==> src/rtl/cacheline_burst_adapter.sv <==
// cacheline_burst_adapter: turns one 256-bit cache line request into a 4-beat 64-bit memory burst
module cacheline_burst_adapter #(
    parameter int LINE_W  = 256,
    parameter int BURST_W = 64,
    parameter int BEATS   = 4,
    parameter int ADDR_W  = 32
) (
    input  logic              clk,
    input  logic              rst,
    input  logic [ADDR_W-1:0] line_address,
    input  logic              line_read,
    input  logic              line_write,
    input  logic [LINE_W-1:0] line_wdata,
    output logic [LINE_W-1:0] line_rdata,
    output logic              line_resp,
    output logic [ADDR_W-1:0] burst_address,
    output logic              burst_read,
    output logic              burst_write,
    output logic [BURST_W-1:0] burst_wdata,
    input  logic [BURST_W-1:0] burst_rdata,
    input  logic              burst_resp
);
    localparam int BW  = $clog2(BEATS);
    localparam int OFF = $clog2(LINE_W / 8);
    typedef enum logic [1:0] {IDLE, RD_BURST, WR_BURST, RESP} state_t;
    state_t            state_q, state_d;
    logic [BW-1:0]     beat_q, beat_d;
    logic [ADDR_W-1:0] addr_q, addr_d;
    logic [LINE_W-1:0] wline_q, wline_d, rline_q, rline_d;
    logic              last;
    assign last = beat_q == BW'(BEATS - 1);
    // next state, beat slot bookkeeping and request latching; read wins when both are requested
    always_comb begin
        state_d = state_q;
        beat_d  = beat_q;
        addr_d  = addr_q;
        wline_d = wline_q;
        rline_d = rline_q;
        case (state_q)
            IDLE: begin
                if (line_read || line_write)
                    addr_d = {line_address[ADDR_W-1:OFF], {OFF{1'b0}}};
                if (line_read)
                    state_d = RD_BURST;
                else if (line_write) begin
                    state_d = WR_BURST;
                    wline_d = line_wdata;
                end
            end
            RD_BURST: begin
                if (burst_resp) begin
                    rline_d[beat_q*BURST_W +: BURST_W] = burst_rdata;
                    beat_d  = beat_q + 1'b1;
                    state_d = last ? RESP : RD_BURST;
                end
            end
            WR_BURST: begin
                if (burst_resp) begin
                    beat_d  = beat_q + 1'b1;
                    state_d = last ? RESP : WR_BURST;
                end
            end
            default: begin
                state_d = IDLE;
                beat_d  = '0;
            end
        endcase
    end
    // state registers; reset abandons any burst in progress and clears every output
    always_ff @(posedge clk) begin
        if (!rst) begin
            state_q <= IDLE;
            beat_q  <= '0;
            addr_q  <= '0;
            wline_q <= '0;
            rline_q <= '0;
        end else begin
            state_q <= state_d;
            beat_q  <= beat_d;
            addr_q  <= addr_d;
            wline_q <= wline_d;
            rline_q <= rline_d;
        end
    end
    assign line_resp     = state_q == RESP;
    assign burst_read    = state_q == RD_BURST;
    assign burst_write   = state_q == WR_BURST;
    assign burst_address = addr_q;
    assign line_rdata    = rline_q;
    assign burst_wdata   = wline_q[beat_q*BURST_W +: BURST_W];
endmodule

==> config.mk <==
export PLATFORM = sky130hd
export DESIGN_NAME = cacheline_burst_adapter
export DESIGN_NICKNAME = d
export VERILOG_FILES = /design/src/rtl/cacheline_burst_adapter.sv
export SDC_FILE = /design/constraint.sdc
export NUM_CORES = 1
export LEC_CHECK = 0
export ABC_AREA = 1
export BUFFER_PORTS_ARGS = -buffer_cell sky130_fd_sc_hd__buf_2
export CAP_MARGIN = 20
export CORE_AREA = 5 5 276 278
export CTS_BUF_LIST = sky130_fd_sc_hd__clkbuf_4 sky130_fd_sc_hd__clkbuf_8
export CTS_CLUSTER_DIAMETER = 120
export CTS_CLUSTER_SIZE = 40
export DETAILED_ROUTE_END_ITERATION = 16
export DIE_AREA = 0 0 281 283
export GPL_TIMING_DRIVEN = 0
export SETUP_SLACK_MARGIN = 0.4
export SYNTH_ARGS = -nofsm -noshare
export SYNTH_HDL_FRONTEND = slang
export SYNTH_SLANG_ARGS = --single-unit
==> constraint.sdc <==
create_clock -name clk -period 2.7 [get_ports clk]
set_clock_uncertainty 0.15 [all_clocks]
set_input_delay 0.27 -clock clk [delete_from_list [all_inputs] [get_ports clk]]
set_output_delay 0.27 -clock clk [all_outputs]
set_load 0.005 [all_outputs]
# Yosys cells after proc, flatten, opt, wreduce, memory -nomap -nowiden
# Cells that the tools add are included.
# Widths: inputs -> output; s select.
[op_classes]
n_mux = 10
reduce_logical = 8
add_sub_neg = 2
n_shift = 3
bitwise_logic = 2
eq_ne = 8
[op_table]
columns = ["operator", "count"]
rows = [
  ["$bwmux 256", 1],
  ["$shift 64x34->256 const A", 1],
  ["$shiftx 256x9->64", 1],
  ["$shiftx 64x34->256", 1],
  ["$neg 8->34", 1],
  ["$mux 2", 6],
  ["$eq 2x2->1 const B", 3],
  ["$ne 2x1->1 const B", 3],
  ["$pmux 2 s3", 1],
  ["$reduce_and 2->1", 3],
  ["$reduce_and 3->1", 2],
  ["$pmux 2 s2", 1],
  ["$ne 3x3->1 const B", 1],
  ["$add 2x1->2 const B", 1],
  ["$eq 2x1->1 const B", 1],
  ["$logic_not 2->1", 1],
  ["$not 1->1", 2],
  ["$reduce_or 2->1", 1],
  ["$logic_or 1x1->1", 1],
  ["$mux 1", 1],
]
[totals]
ff_bits = 543
out_inout_bits = 355
elab_cells = 38

# Logic depth before layout (Yosys ltp)
[logic_depth]
word_depth = 4
ltp_mapped = 11

# Worst setup path after synthesis
# No wires, ideal clock.
[synth_timing]
path_kind = "register to register"
from = "register beat_q[0]"
to = "register rline_q[10], in the netlist line_rdata[10]"
t_arrival_ns = 1.943
setup_ns = 0.070
path_slack_ns = 0.537
path_stages_with_launch = 9
path_buffers = 3
synth_period_minus_slack_ns = 2.163
cell_sequence = "dfxtp_1 > inv_2 > buf_2 > buf_2 > ha_1 > nor2_4 > clkbuf_1 > nand3_1 > a21oi_1"
[synth_via]
elab_chain_len = 3
elab_cells_between_ends = 4
classes_between = "add/sub (1); shift (2); mux (1)"
[synth_rtl]
columns = ["element", "line_no", "rtl"]
rows = [
  ["from (decl)", "27", "logic [BW-1:0] beat_q, beat_d;"],
  ["from (signal assigned)", "79", "beat_q <= beat_d;"],
  ["$neg 8->34 *", "52", "rline_d[beat_q*BURST_W +: BURST_W] = burst_rdata;"],
  ["$shiftx 64x34->256 / $shift 64x34->256 (equally long branches)", "52", ""],
  ["$bwmux 256 *", "52", ""],
  ["to (signal assigned)", "82", "rline_q <= rline_d;"],
  ["to (decl)", "29", "logic [LINE_W-1:0] wline_q, wline_d, rline_q, rline_d;"],
]
# Mark *: on every way between the ends. The rest lies on a longest branch, timed or not.
# A chain may end at the register's enable or synchronous reset.

# Final worst setup path
[layout_timing]
from = "register beat_q[0]"
to = "output burst_wdata[8]"
[layout_via]
elab_chain_len = 1
[layout_rtl]
columns = ["element", "line_no", "rtl"]
rows = [
  ["$shiftx 256x9->64", "90", "assign burst_wdata = wline_q[beat_q*BURST_W +: BURST_W];"],
  ["to (decl)", "19", "output logic [BURST_W-1:0] burst_wdata,"],
]
# Every way passes these cells.

==> results.sh <==
export IMPL_arrival_ns=2.12
export IMPL_slew_violations=0
export IMPL_grt_pass1_wl_um=172300
export IMPL_fin_area_sq_um=33050
export IMPL_clock_fmax_ghz=0.3933
export IMPL_drt_iter0_markers=2355
export IMPL_dpl_hpwl_um=90730
export IMPL_insertion_delay_ns=0.69
export IMPL_worst_slew_margin_rel_pct=31.24
export IMPL_synth_edf_count=0
export IMPL_hp_start="rst"
export IMPL_r2r_cells=10
export IMPL_totalWireLength_um=122100
export IMPL_fillers=7625
export IMPL_power_density_nw_per_um2=716.4
export IMPL_synthCells=3008
export IMPL_tightest_slew_ns=1.031
export IMPL_cts_sinks=543
export IMPL_async_reset_ff_share_pct=0
export IMPL_htreeDepth=1
export IMPL_crit_end="burst_wdata[8]"
export IMPL_io_pins=712
export IMPL_outcome="finished clean"
export IMPL_drive_above_1_share_pct=27.49
export IMPL_grt_antenna_before_repair=15
export IMPL_cts_tree="done"
export IMPL_dr_pass1_iters=6
export IMPL_coreArea_sq_um=73700
export IMPL_syn_area_per_cell_sq_um=7.372
export IMPL_r2r_end="line_rdata[62]$_SDFFE_PN0P_"
export IMPL_rr_startpoint="beat_q[0]$_SDFFE_PN0P_"
export IMPL_layout_nets=4505
export IMPL_die_h_um=283
export IMPL_root_buffer="clkbuf_8"
export IMPL_required_ns=2.28
export IMPL_vias=26375
export IMPL_grt_ovfl_total=0
export IMPL_irDropWorstVdd_mv=0.4597
export IMPL_syn_area_sq_um=22180
export IMPL_clk_pin_slew_ns=0.23
export IMPL_drt_wirelength_per_cell_um=23.84
export IMPL_cts_buffers=18
export IMPL_hold_violations=0
export IMPL_die_w_um=281
export IMPL_path_class="reg -> out"
export IMPL_crit_path_end_kind="primary output"
export IMPL_leakage_nw=14.14
export IMPL_synth_seq_cells=543
export IMPL_grt_pass1_vias=25624
export IMPL_finalSetupViolations=0
export IMPL_rsz0062_at_grt="yes"
export IMPL_slowest_stage="dfxtp_4"
export IMPL_path_cells="buf_12 > clkbuf_8 > o21ai_1 > o22ai_4 > buf_2"
export IMPL_final_util_pct=44.85
export IMPL_fin_crit_sh_pct=94.17
export IMPL_r2r_setup_slack_ns=0.38
export IMPL_cp_start_kind="register"
export IMPL_start_util_pct=30.09
export IMPL_place_congestion=0.9932
export IMPL_yosys_cell_types_count=25
export IMPL_min_path_type="in -> reg"
export IMPL_row_count=100
export IMPL_dpl_cell_area_sq_um=26920
export IMPL_vias_per_cell=5.148
export IMPL_grt_max_degree=41
export IMPL_yosysSeqAreaShare_pct=49.02
export IMPL_track_usage_pct=28.67
export IMPL_clockBufferDepth=3
export IMPL_yosysWarnings=0
export IMPL_ant_nets=0
export IMPL_dieArea_sq_um=79520
export IMPL_synthToLayoutAreaGrowth_pct=49.04
export IMPL_port_buffers=699
export IMPL_cap_viol_max_count=0
export IMPL_slowest_delay_ns=0.46
export IMPL_period_minus_slack_ns=2.542
export IMPL_route_detailed_drc=0
export IMPL_cp_startpoint="beat_q[0]$_SDFFE_PN0P_"
export IMPL_hold_depth=4
export IMPL_crit_fanout=10
export IMPL_ys_flop_type="dfxtp_1"
## registers in the layout, summed over array words and instances, names as in the netlist
signal and count:
burst_address 27, line_rdata 256, state_q 2, wline_q 256
beat_q 2
## power breakdown
part           internal, mW  switching (mW)  total (mW)
sequential             8.68           0.396        9.07
clock                 0.730            2.65        3.38
combinational          4.39            6.83        11.2
total                  13.8            9.88        23.7
## routing by layer
layer	vias to the layer above	routed length [um]	global-route usage, %
met5	-	46	0
met4	6	7763	14.92
met3	309	11540	6.052
met2	1466	59220	50.52
met1	12341	43560	32.47
li1	12253	-	-
## final cells by class
class / instances / area (sq um) / area share, %
multi-input combinational: 2113 / 10390 / 31.44
sequential: 543 / 10880 / 32.93
clock inverter: 5 / 62.56 / 0.1893
clock buffer: 20 / 275.3 / 0.8328
inverter: 82 / 317.8 / 0.9615
timing repair buffer: 1103 / 7707 / 23.32
buffer: 274 / 2167 / 6.557
antenna: 14 / 35.03 / 0.1060
tap: 969 / 1212 / 3.668
## worst max-delay path, delay by kind of cell (launching register included)
family	cells	cell delay, ns
AO/OA/AOI/OAI	2	0.42
buffers and inverters	3	0.55
flip-flops	1	0.46
## kinds of logic (layout without fill, tap and decap cells)
group | Yosys count | after routing | synth area share (%)
adder cells (fa/ha/maj) | 13 | 13 | 0.7335
AO/OA/AOI/OAI | 818 | 818 | 19.04
AND/OR/NAND/NOR | 1277 | 1277 | 23.88
buffers and inverters | 356 | 1484 | 7.312
other | 1 | 19 | 0.01691
flip-flops | 543 | 543 | 49.02
## metrics by stage
stage          setup TNS (ns)  cells  worst slack [ns]  hold slack, ns  total power, mW
2_1_floorplan               0   3012            0.5368          0.2549            13.30
3_3_place_gp          -187.55   4680           -0.9317          0.2945            17.38
3_5_place_dp          -194.04   4681           -0.9528          0.3001            17.38
4_1_cts                     0   5099            0.1082         0.03185            22.97
5_1_grt                     0   5118           0.08718         0.08260            24.63
6_report                    0   5123            0.1575          0.1055            23.68
## how the worst min path moves through the flow
stage | endpoint | slack, ns
6_report | line_rdata[18]$_SDFFE_PN0P_ | 0.11
5_1_grt | line_rdata[50]$_SDFFE_PN0P_ | 0.08
2_1_floorplan | burst_address[10]$_SDFFE_PN0P_ | 0.25
3_5_place_dp | wline_q[113]$_SDFFE_PN0P_ | 0.30
3_3_place_gp | wline_q[162]$_SDFFE_PN0P_ | 0.29
4_1_cts | line_rdata[18]$_SDFFE_PN0P_ | 0.03
## cell usage after synthesis (3+ instances only)
| cell type | instances | area share [%] |
|---|---|---|
| nor2_2 | 4 | 0.11 |
| nor2_1 | 277 | 4.7 |
| buf_2 | 132 | 3.0 |
| nand3_1 | 337 | 7.6 |
| buf_1 | 20 | 0.34 |
| clkbuf_1 | 98 | 1.7 |
| buf_6 | 10 | 0.51 |
| inv_1 | 74 | 1.3 |
| o21ai_0 | 229 | 5.2 |
| o21ai_1 | 8 | 0.18 |
| ha_1 | 13 | 0.73 |
| a21oi_1 | 506 | 11 |
| nand2_1 | 641 | 11 |
| inv_2 | 8 | 0.14 |
| a21oi_2 | 10 | 0.39 |
| nand2_2 | 12 | 0.34 |
| buf_4 | 11 | 0.37 |
| clkbuf_2 | 3 | 0.068 |
| nor2_4 | 4 | 0.20 |
| o22ai_1 | 64 | 1.8 |
| dfxtp_1 | 543 | 49 |
## repair_timing
action | 4_1_cts | 5_1_grt
cloned | 5 | 1
pin swaps | 25 | 37
resized for setup | 360 | 151
setup buffers | 30 | 9
endpoints found under the hold margin | 542 | 0
endpoints found under the setup margin | 574 | 550
hold buffers | 358 | 0
## layout by cell type (no fill, tap or decap), types with 6 or more instances in the layout
cell | netlist | routed
nor2_4 | 4 | 26
o22ai_1 | 64 | 27
a21oi_1 | 506 | 505
clkbuf_2 | 3 | 16
inv_1 | 74 | 72
clkbuf_4 | 0 | 15
buf_2 | 132 | 787
nand2_1 | 641 | 640
inv_2 | 8 | 8
o22ai_2 | 0 | 30
buf_4 | 11 | 58
diode_2 | 0 | 14
clkbuf_8 | 0 | 24
ha_1 | 13 | 12
o21ai_2 | 0 | 15
nor2_2 | 4 | 32
dfxtp_1 | 543 | 539
nand2_2 | 12 | 11
nand3_1 | 337 | 337
o22ai_4 | 0 | 7
a21oi_2 | 10 | 11
buf_6 | 10 | 22
dlygate4sd3_1 | 0 | 358
buf_1 | 20 | 15
o21ai_1 | 8 | 44
o21ai_4 | 0 | 7
clkbuf_16 | 0 | 20
o21ai_0 | 229 | 171
clkbuf_1 | 98 | 49
buf_8 | 0 | 6
buf_12 | 0 | 21
nor2_1 | 277 | 227
No activity file was read; power rests on OpenSTA's default activity.
